[src/rtl/qspi_pkg.sv]
// Shared definitions for the quad-SPI flash read controller.
`timescale 1ns/1ps
package qspi_pkg;

  typedef enum logic [2:0] {
    ST_IDLE,
    ST_CMD,
    ST_ADDR,
    ST_MODE,
    ST_DUMMY,
    ST_DATA,
    ST_STALLED
  } state_t;

  localparam logic [7:0] CMD_QUAD_IO_READ = 8'hEB;
  localparam logic [7:0] MODE_BYTE        = 8'h00;

  localparam int CMD_CLKS   = 8;
  localparam int ADDR_CLKS  = 6;
  localparam int MODE_CLKS  = 2;
  localparam int DUMMY_CLKS = 4;

endpackage

[src/rtl/qspi_flash_ctrl.sv]
// Read-only QSPI NOR controller: issues 0xEB Fast Read Quad I/O and streams
// sequential words, with SCK pause (stall) and abort (stop).
`timescale 1ns/1ps
module qspi_flash_ctrl
  import qspi_pkg::*;
#(
  parameter int DATA_WIDTH_BYTES = 1,
  parameter int ADDR_BITS        = 24
) (
  input  logic                          clk,
  input  logic                          rstn,
  input  logic [3:0]                    spi_data_in,
  output logic [3:0]                    spi_data_out,
  output logic [3:0]                    spi_data_oe,
  output logic                          spi_select,
  output logic                          spi_clk_out,
  input  logic [ADDR_BITS-1:0]          addr_in,
  input  logic                          start_read,
  input  logic                          stall_read,
  input  logic                          stop_read,
  output logic [8*DATA_WIDTH_BYTES-1:0] data_out,
  output logic                          data_ready,
  output logic                          busy
);

  localparam int WORD_W    = 8 * DATA_WIDTH_BYTES;
  localparam int HDR_W     = 40;
  localparam int SR_W      = (WORD_W > HDR_W) ? WORD_W : HDR_W;
  localparam int DATA_CLKS = 2 * DATA_WIDTH_BYTES;
  localparam int CNT_W     = $clog2(DATA_CLKS + CMD_CLKS) + 1;

  state_t            state;
  logic              sck;
  logic [CNT_W-1:0]  cnt;
  logic [SR_W-1:0]   sr;
  logic              last;
  logic [SR_W-1:0]   sr_next_data;
  logic [WORD_W-1:0] word_next;

  // cnt counts completed SCK periods within the current phase
  always_comb begin
    last = 1'b0;
    case (state)
      ST_CMD:   last = (cnt == CNT_W'(CMD_CLKS - 1));
      ST_ADDR:  last = (cnt == CNT_W'(ADDR_CLKS - 1));
      ST_MODE:  last = (cnt == CNT_W'(MODE_CLKS - 1));
      ST_DUMMY: last = (cnt == CNT_W'(DUMMY_CLKS - 1));
      ST_DATA:  last = (cnt == CNT_W'(DATA_CLKS - 1));
      default:  last = 1'b0;
    endcase
  end

  // Stream accumulates MSB-first; byte-swap so the first byte lands lowest.
  assign sr_next_data = {sr[SR_W-5:0], spi_data_in};

  always_comb begin
    word_next = '0;
    for (int i = 0; i < DATA_WIDTH_BYTES; i++)
      word_next[8*i +: 8] = sr_next_data[8*(DATA_WIDTH_BYTES-1-i) +: 8];
  end

  always_ff @(posedge clk or negedge rstn) begin
    if (!rstn) begin
      state      <= ST_IDLE;
      sck        <= 1'b0;
      cnt        <= '0;
      sr         <= '0;
      data_out   <= '0;
      data_ready <= 1'b0;
    end else if (stop_read) begin
      state      <= ST_IDLE;
      sck        <= 1'b0;
      cnt        <= '0;
      data_ready <= 1'b0;
    end else begin
      case (state)
        ST_IDLE: begin
          if (start_read) begin
            state <= ST_CMD;
            sck   <= 1'b0;
            cnt   <= '0;
            sr    <= '0;
            sr[SR_W-1 -: HDR_W] <= {CMD_QUAD_IO_READ, 24'(addr_in), MODE_BYTE};
          end
        end
        ST_STALLED: begin
          if (!stall_read) begin
            state      <= ST_DATA;
            data_ready <= 1'b0;
          end
        end
        default: begin
          if (state == ST_DATA && data_ready) begin
            // SCK stays low while a word is on offer
            if (stall_read) state      <= ST_STALLED;
            else            data_ready <= 1'b0;
          end else if (!sck) begin
            sck <= 1'b1;
          end else begin
            sck <= 1'b0;
            cnt <= last ? '0 : cnt + 1'b1;
            case (state)
              ST_CMD: begin
                sr <= sr << 1;
                if (last) state <= ST_ADDR;
              end
              ST_ADDR: begin
                sr <= sr << 4;
                if (last) state <= ST_MODE;
              end
              ST_MODE: begin
                sr <= sr << 4;
                if (last) state <= ST_DUMMY;
              end
              ST_DUMMY: begin
                if (last) state <= ST_DATA;
              end
              default: begin
                sr <= sr_next_data;
                if (last) begin
                  data_out   <= word_next;
                  data_ready <= 1'b1;
                end
              end
            endcase
          end
        end
      endcase
    end
  end

  always_comb begin
    spi_data_out = 4'h0;
    spi_data_oe  = 4'b0000;
    case (state)
      ST_CMD: begin
        spi_data_out = {3'b000, sr[SR_W-1]};
        spi_data_oe  = 4'b0001;
      end
      ST_ADDR, ST_MODE: begin
        spi_data_out = sr[SR_W-1 -: 4];
        spi_data_oe  = 4'b1111;
      end
      default: ;
    endcase
  end

  assign spi_select  = (state == ST_IDLE);
  assign busy        = ~spi_select;
  assign spi_clk_out = sck;

endmodule

[config.mk]
export PLATFORM = sky130hd
export DESIGN_NAME = qspi_flash_ctrl
export DESIGN_NICKNAME = d
export VERILOG_FILES = /design/src/rtl/qspi_pkg.sv /design/src/rtl/qspi_flash_ctrl.sv
export SDC_FILE = /design/constraint.sdc
export NUM_CORES = 1
export LEC_CHECK = 0
export ABC_AREA = 1
export CAP_MARGIN = 20
export CORE_MARGIN = 4
export CORE_UTILIZATION = 25
export DETAILED_ROUTE_END_ITERATION = 6
export SKIP_LAST_GASP = 1
export SYNTH_ARGS = -nofsm -noshare
export SYNTH_HDL_FRONTEND = slang
export SYNTH_SLANG_ARGS = --single-unit
[constraint.sdc]
create_clock -name clk -period 4.5 [get_ports clk]
set_input_delay 0.9 -clock clk [delete_from_list [all_inputs] [get_ports clk]]
set_output_delay 0.9 -clock clk [all_outputs]
set_load 0.01 [all_outputs]
==> results of run 1 <==
## kinds of logic after synthesis
group | count (synthesis)
AND/OR/NAND/NOR | 184
AO/OA/AOI/OAI | 124
buffers and inverters | 58
flip-flops | 58
adder cells (fa/ha/maj) | 3
XOR/XNOR | 1
## flip-flops by register name (all words and copies together), names as in the netlist
name         cells
spi_clk_out      1
data_out         8
state            3
data_ready       1
cnt              5
sr              40
## final timing paths
kind	start	to	slack [ns]	cells after the start
setup / recovery	state[2]	spi_data_out[0]	1.08	7
hold / removal	data_out[1]	data_out[1]	0.48	2
setup reg to reg	state[1]	sr[28]	1.88	8
hold reg to reg	data_out[1]	data_out[1]	0.48	2
max in group asynchronous	rstn	sr[3]	3.01	2
min in group asynchronous	rstn	spi_clk_out	0.65	1
## power groups by stage
stage / Combinational, mW / Sequential [mW] / Clock [mW]
floorplan: 1.13 / 0.807 / 0
global placement: 1.35 / 0.844 / 0
detailed placement: 1.38 / 0.852 / 0
CTS: 1.38 / 0.846 / 0.775
global route: 1.54 / 0.870 / 0.799
finish: 1.37 / 0.848 / 0.752
## per-stage QoR
| step | util (%) | hold slack [ns] | area (sq um) |
|---|---|---|---|
| after floorplan | - | 0.475 | 3380 |
| after global placement | 29.9 | 0.470 | 3960 |
| after detailed placement | 29.9 | 0.471 | 3960 |
| after CTS | 32.4 | 0.485 | 4290 |
| after global routing | 32.4 | 0.517 | 4290 |
| final | 32.4 | 0.480 | 4290 |
## layout make-up
type                            instances  area, sq um  area share [%]
Sequential cell                        58         1450            33.8
Inverter                               34          133            3.09
Multi-Input combinational cell        312         1620            37.8
Clock buffer                           10          239            5.57
Clock inverter                          6         88.8            2.07
Tap cell                              176          220            5.13
Timing Repair Buffer                   55          538            12.5
## layer usage
metal / up-vias / part of all wire (%)
met1: 1422 / 46
li1: 1508 / -
met2: 64 / 49
met3: 11 / 3.4
met5: - / 0
met4: 0 / 1.5
## cell usage after synthesis, types with 2 or more instances
cell	number
o21ai_2	13
nor3_1	2
nand2_1	126
o22ai_1	4
dfrtp_1	58
nand3_1	16
buf_2	12
inv_4	2
ha_1	3
nand2_2	9
inv_2	4
a21oi_1	54
nor2_2	5
a22oi_1	12
o22ai_2	2
o21ai_0	16
o21ai_1	18
nor2_4	2
nand4_1	3
nor2_1	15
inv_1	28
buf_6	7
buf_4	3
## critical path: cells and delay by family (launching register included)
| family | cells | cell delay (ns) |
|---|---|---|
| buffers and inverters | 4 | 1.33 |
| flip-flops | 1 | 0.47 |
| AO/OA/AOI/OAI | 1 | 0.20 |
| AND/OR/NAND/NOR | 2 | 0.18 |
==> results.txt, run 1 <==
----------------------------------------------------
[Status]
  Status ... finished, final reports clean

[Critical path]
  Cell chain of the critical path ... inv_2 > nand2_2 > nor2_2 > buf_4 > inv_1 > o22ai_1 > clkdlybuf4s50_1
  Peak fanout along the critical path ... 39
  Required time of the critical path ... 3.60 ns
  Crit-path slowest cell ... clkdlybuf4s50_1
  Setup Crit Path Kind ... reg2out
  Worst endpoint data arrival time ... between 2 and 3 ns
  Type of origin of the critical path ... register
  Slowest Stage Delay on Critical Path ... between 0.5 and 0.6 ns
  Worst Setup End Kind ... output pin

[Global routing]
  Initial antenna violation count ... 0
  Met3 Use GR ... 3.52%
  Via count of the first global-routing pass ... 3029
  Overflow after GRT ... 0
  First-pass GRT wire length ... 14800 um
  Global routing usage on met1 ... ~15%
  Global-route met2 utilization ... a little under a fifth
  Busiest layer in global routing ... met2
  Global-route total usage across every layer ... a little under an eighth
  Maximum number of pins on one net before global-route repair ... 60

[Clock tree]
  Source-to-sink clock delay at the later pin of the worst-skew pair ... 0.33 ns
  Clock root buffer ... clkbuf_16
  CTS resizes ... 0
  Num Clock Sinks ... between 50 and 60
  TritonCTS clock tree ... done
  Maximum level of the CTS H-tree ... 3
  Hold buffer count at cts ... 0
  Clock slew at reported path FFs ... roughly 0.06 ns
  Number of buffers added by the clock tree synthesis step ... 9
  Max Root-Sink Buffers ... 2
  Post-CTS setup repair buffer count ... 0

[Timing]
  Final period util ... 76.1%
  Fin. Hold Viols ... 0
  Max-slew violations ... 0
  RSZ-0062 raised after global routing ... no
  Remaining max-slew budget at the tightest pin ... 47.9%
  Final period demand of the worst path ... around 3.4 ns
  Setup TNS ... 0 ns
  Peak clock frequency supported by timing ... roughly 0.29 GHz
  Number of setup violations in the final report ... 0
  Slack of the critical path ... 1.08 ns
  Clock skew ... 0.0100 ns
  Measured slew at the worst slew-check pin ... roughly 0.78 ns

[Place]
  Placed cells ... about 640
  Worst setup slack before clock tree synthesis ... around 1.2 ns
  Half-perimeter wire length after detailed placement ... ~6300 um
  Port Buffers ... 52
  GP Congestion ... around 0.86

[Logic synthesis]
  EDFF count, synth ... 0
  Proportion of netlist area held by the largest area contributor ... a little over two fifths
  Commonest register cell after synthesis ... dfrtp_1
  Share of synthesized flip-flops with an asynchronous set or reset ... 100%
  Syn. warnings ... 0
  Synth Area in XOR/XNOR ... less than 1%
  Synth area leader ... dfrtp_1
  Post-synthesis instance area ... 3380 sq um
  Post-synthesis simple-gate area fraction ... between 20% and 30%
  Synthesized instance count ... roughly 430
  Mean area per synthesized cell ... just under 8 sq um
  Compound-cell area share of the yosys netlist ... 21.9%
  Top area cells in the synthesized netlist ... dfrtp_1, nand2_1, a21oi_1
  Share of synthesized area occupied by flip-flops and latches ... a little over two fifths
  Share of synthesized area spent on multiplexers ... 0%
  Combinational family with the most area after synthesis ... simple AND/OR/NAND/NOR gates
  Distinct cells, synth ... 37
  Post-Synth Adder-Cell Area ... between 1 and 1.5%
  FF+latch count, synth ... between 50 and 60
  Post-synth net total ... 464

[Power and ir drop]
  Switching portion of total power ... between 40 and 50%
  Internal power summed over all cells ... roughly 1.7 mW
  LEAKAGE ... ~1.8 nW
  Power density of the placed cells ... 691 nW/um^2
  Share of total power in the clock network ... about a quarter
  Share of total power in sequential cells ... 28.6%
  Comb power frac ... around 46%
  Final Power ... 2.97 mW
  Peak supply drop ... 0.222 mV
  Switching power ... 1.29 mW

[Route]
  Post-detailed-route wirelength per cell ... 13.6 um
  Number of nets with antenna violations after detailed routing ... 0
  Number of DRC violations after detailed routing ... 0
  1st-pass router iterations ... 4
  Post-DR vias/cell ... about 4.6
  DRC marker count from the first detailed-route iteration ... between 200 and 250
  Routed Wire Length ... between 8000 and 9000 um
  Number of vias after detailed routing ... between 3000 and 4000

[Worst hold path]
  Worst hold path class ... reg2reg

[Final layout]
  Commonest non-fill, non-tap cell in the layout ... nand2_1
  Fillers ... around 1400
  Final net count ... 506
  Area overhead of the layout relative to synthesis ... 26.8%
  Leading cell types in the layout, fill and taps excluded ... nand2_1, dfrtp_1, a21oi_1, clkdlybuf4s50_1, inv_1
  Ratio of cells with drive above 1 in the final layout ... 13.5%
  Number of diodes added for antenna fixing ... 0
  Non-filler cells in the finished layout ... roughly 650

[Floorplanning]
  Floorplan Core Area ... about 13000 sq um
  IO Count ... 53
  Die height ... 124 um
  Die width ... ~120 um
  Die Outline Area ... 15500 sq um
  Standard-cell rows ... between 40 and 50
  Starting density of the core ... roughly 26%

[Flow run]
  Max Cap Viol ... 0

----------------------------------------------------
Note: power is estimated with default switching activity, not from simulation.
==> run 2: changes to the inputs <==
==> constraint.sdc (replaced) <==
create_clock -name clk -period 2.86 [get_ports clk]
set_input_delay 0.572 -clock clk [delete_from_list [all_inputs] [get_ports clk]]
set_output_delay 0.572 -clock clk [all_outputs]
set_load 0.01 [all_outputs]
==> run 2 against run 1 <==
Net effect:
- die area unchanged
- power increased by 55%
- sequential share of layout area about the same
- critical endpoint unchanged
- largest power group unchanged
==> results.txt, run 2 (synthesized netlist as in run 1, its figures left out) <==
----------------------------------------------------
[Floorplanning]
  Floorplan Core Area ... 13200 sq um (unchanged)
  Standard-cell rows ... 42 (unchanged)
  IO Count ... 53 (unchanged)
  Starting density of the core ... 25.6% (unchanged)
  Die height ... 124 um (unchanged)
  Die width ... 124 um (unchanged)
  Die Outline Area ... 15500 sq um (unchanged)

[Critical path]
  Peak fanout along the critical path ... 6 (-85%)
  Setup Crit Path Kind ... reg2out
  Type of origin of the critical path ... register
  Worst endpoint data arrival time ... 2.07 ns (-0.45 ns)
  Required time of the critical path ... 2.29 ns (-1.31 ns)
  Worst Setup End Kind ... output pin

[Route]
  Post-detailed-route wirelength per cell ... 13.4 um (-1.8%)
  1st-pass router iterations ... 7 (+3)
  Number of vias after detailed routing ... 3039 (+1.1%)
  Number of nets with antenna violations after detailed routing ... 0 (unchanged)
  Routed Wire Length ... 8740 um (-1.3%)
  DRC marker count from the first detailed-route iteration ... 209 (-14%)
  Number of DRC violations after detailed routing ... 0 (unchanged)
  Post-DR vias/cell ... 4.65 (+0.67%)

[Clock tree]
  CTS resizes ... 0 (unchanged)
  Source-to-sink clock delay at the later pin of the worst-skew pair ... 0.33 ns (about the same)
  Number of buffers added by the clock tree synthesis step ... 9 (unchanged)
  Clock root buffer ... clkbuf_16
  Hold buffer count at cts ... 0 (unchanged)
  TritonCTS clock tree ... done
  Num Clock Sinks ... 58 (unchanged)
  Max Root-Sink Buffers ... 2 (unchanged)
  Maximum level of the CTS H-tree ... 3 (unchanged)
  Clock slew at reported path FFs ... 0.06 ns (about the same)
  Post-CTS setup repair buffer count ... 0 (unchanged)

[Place]
  Instance area after placement ... 3990 sq um (+0.76%)
  Port Buffers ... 52 (unchanged)
  Half-perimeter wire length after detailed placement ... 6170 um (-1.4%)
  GP Congestion ... 0.887 (+2.8%)

[Power and ir drop]
  Power density of the placed cells ... 1070 nW/um^2 (+55%)
  Switching portion of total power ... 43.9% (+0.55 points)
  Share of total power in sequential cells ... 29.1% (+0.5 points)
  Switching power ... 2.02 mW (+57%)
  Internal power summed over all cells ... 2.58 mW (+53%)
  Share of total power in the clock network ... 23.1% (-2.3 points)
  LEAKAGE ... 1.84 nW (+0.21%)
  Comb power frac ... 47.9% (+1.8 points)
  Peak supply drop ... 0.324 mV (+45%)

[Final layout]
  Final net count ... 510 (+0.79%)
  Area of the multi-input gates ... 1620 sq um (unchanged)
  Commonest non-fill, non-tap cell in the layout ... nand2_1
  Ratio of cells with drive above 1 in the final layout ... 14.0% (+0.54 points)
  Register with the most flip-flops ... sr
  Cell area after layout ... 4290 sq um (about the same)
  Seq. cell area ... 1450 sq um (unchanged)
  Area overhead of the layout relative to synthesis ... 26.7% (about the same)
  Leading cell types in the layout, fill and taps excluded ... nand2_1, dfrtp_1, a21oi_1, clkdlybuf4s50_1, inv_1
  Number of diodes added for antenna fixing ... 0 (unchanged)
  Flip-flop count of the largest register, all copies and words added ... 40 (unchanged)
  Fillers ... 1387 (-2.6%)
  Registers with the most flip-flops ... sr x40, data_out x8, cnt x5

[Global routing]
  Global routing usage on met1 ... 15.1% (+0.26 points)
  First-pass GRT wire length ... 14800 um (+0.28%)
  Met3 Use GR ... 2.66% (-0.86 points)
  Via count of the first global-routing pass ... 2996 (-1.1%)
  Global-route total usage across every layer ... 11.6% (-0.064 points)
  Overflow after GRT ... 0 (unchanged)
  Initial antenna violation count ... 0 (unchanged)
  Global-route met2 utilization ... 19.1% (+0.48 points)
  Maximum number of pins on one net before global-route repair ... 59 (-1.7%)
  Busiest layer in global routing ... met2

[Timing]
  Peak clock frequency supported by timing ... approximately 0.38 GHz
  Post-route worst hold slack ... 0.396 ns (-0.0841 ns)
  Final period util ... around 92%
  Max-slew violations ... 0 (unchanged)
  Setup TNS ... 0 ns (unchanged)
  Fin. Hold Viols ... 0 (unchanged)
  Measured slew at the worst slew-check pin ... 0.753 ns (-0.0274 ns)
  Remaining max-slew budget at the tightest pin ... 49.8% (+1.8 points)
  Clock skew ... 0.00536 ns (-0.00466 ns)
  Final period demand of the worst path ... 2.64 ns
  Number of setup violations in the final report ... 0 (unchanged)
  RSZ-0062 raised after global routing ... no

[Flow run]
  Max Cap Viol ... 0 (unchanged)

[Status]
  Status ... finished, final reports clean

[Worst hold path]
  Worst hold path class ... in2async

----------------------------------------------------
## run 2: worst max-delay path, cell delays in order (launching register included)
cell,delay [ns]
dfrtp_1,0.45
inv_2,0.17
ha_1,0.24
inv_1,0.12
o22ai_1,0.19
clkdlybuf4s50_1,0.58
## run 2: routing by layer
metal | up-vias | routed length, um
met5 | - | 0
met4 | 0 | 124
met3 | 11 | 329
met2 | 63 | 4240
met1 | 1456 | 4050
li1 | 1509 | -
## run 2: worst paths after layout
| check | startpoint | to | slack, ns | cells after the start |
|---|---|---|---|---|
| max in group asynchronous | rstn | data_out[7] | 1.96 | 2 |
| hold / removal | rstn | sr[23] | 0.40 | 2 |
| hold reg to reg | data_out[2] | data_out[2] | 0.49 | 2 |
| setup reg to reg | state[2] | sr[16] | 0.53 | 9 |
| min in group clk | data_out[2] | data_out[2] | 0.49 | 2 |
| setup / recovery | state[2] | spi_data_out[0] | 0.22 | 5 |
## run 2: metrics by stage
| step | utilization [%] | std cells | power, mW | setup slack, ns |
|---|---|---|---|---|
| final | 32.4 | 654 | 4.59 | 0.219 |
| after global routing | 32.4 | 654 | 4.97 | 0.0975 |
| after CTS | 32.4 | 654 | 4.63 | 0.197 |
| after detailed placement | 30.1 | 639 | 3.54 | 0.554 |
| after global placement | 30.1 | 639 | 3.48 | 0.584 |
| after floorplan | - | 428 | 3.04 | 1.05 |
## run 2: area by class of cell
type	count	area share (%)
sequential	58	33.9
multi-input combinational	312	37.8
timing repair buffer	59	13.3
clock buffer	10	5.58
tap	176	5.14
inverter	34	3.09
clock inverter	5	1.28
## run 2: power by group through the flow
stage | combinational [mW] | sequential (mW) | clock (mW)
floorplan | 1.77 | 1.27 | 0
global placement | 2.15 | 1.34 | 0
detailed placement | 2.20 | 1.34 | 0
global route | 2.48 | 1.37 | 1.12
finish | 2.20 | 1.33 | 1.06
CTS | 2.21 | 1.33 | 1.09
==> run 3: changes to the inputs <==
--- a/config.mk
+++ b/config.mk
@@ -10,7 +10,6 @@
 export CORE_MARGIN = 4
 export CORE_UTILIZATION = 25
 export DETAILED_ROUTE_END_ITERATION = 6
-export SKIP_LAST_GASP = 1
 export SYNTH_ARGS = -nofsm -noshare
 export SYNTH_HDL_FRONTEND = slang
 export SYNTH_SLANG_ARGS = --single-unit
==> results of run 3 <==
Same layout as run 2: the final DEF is identical, and so are final timing and power.
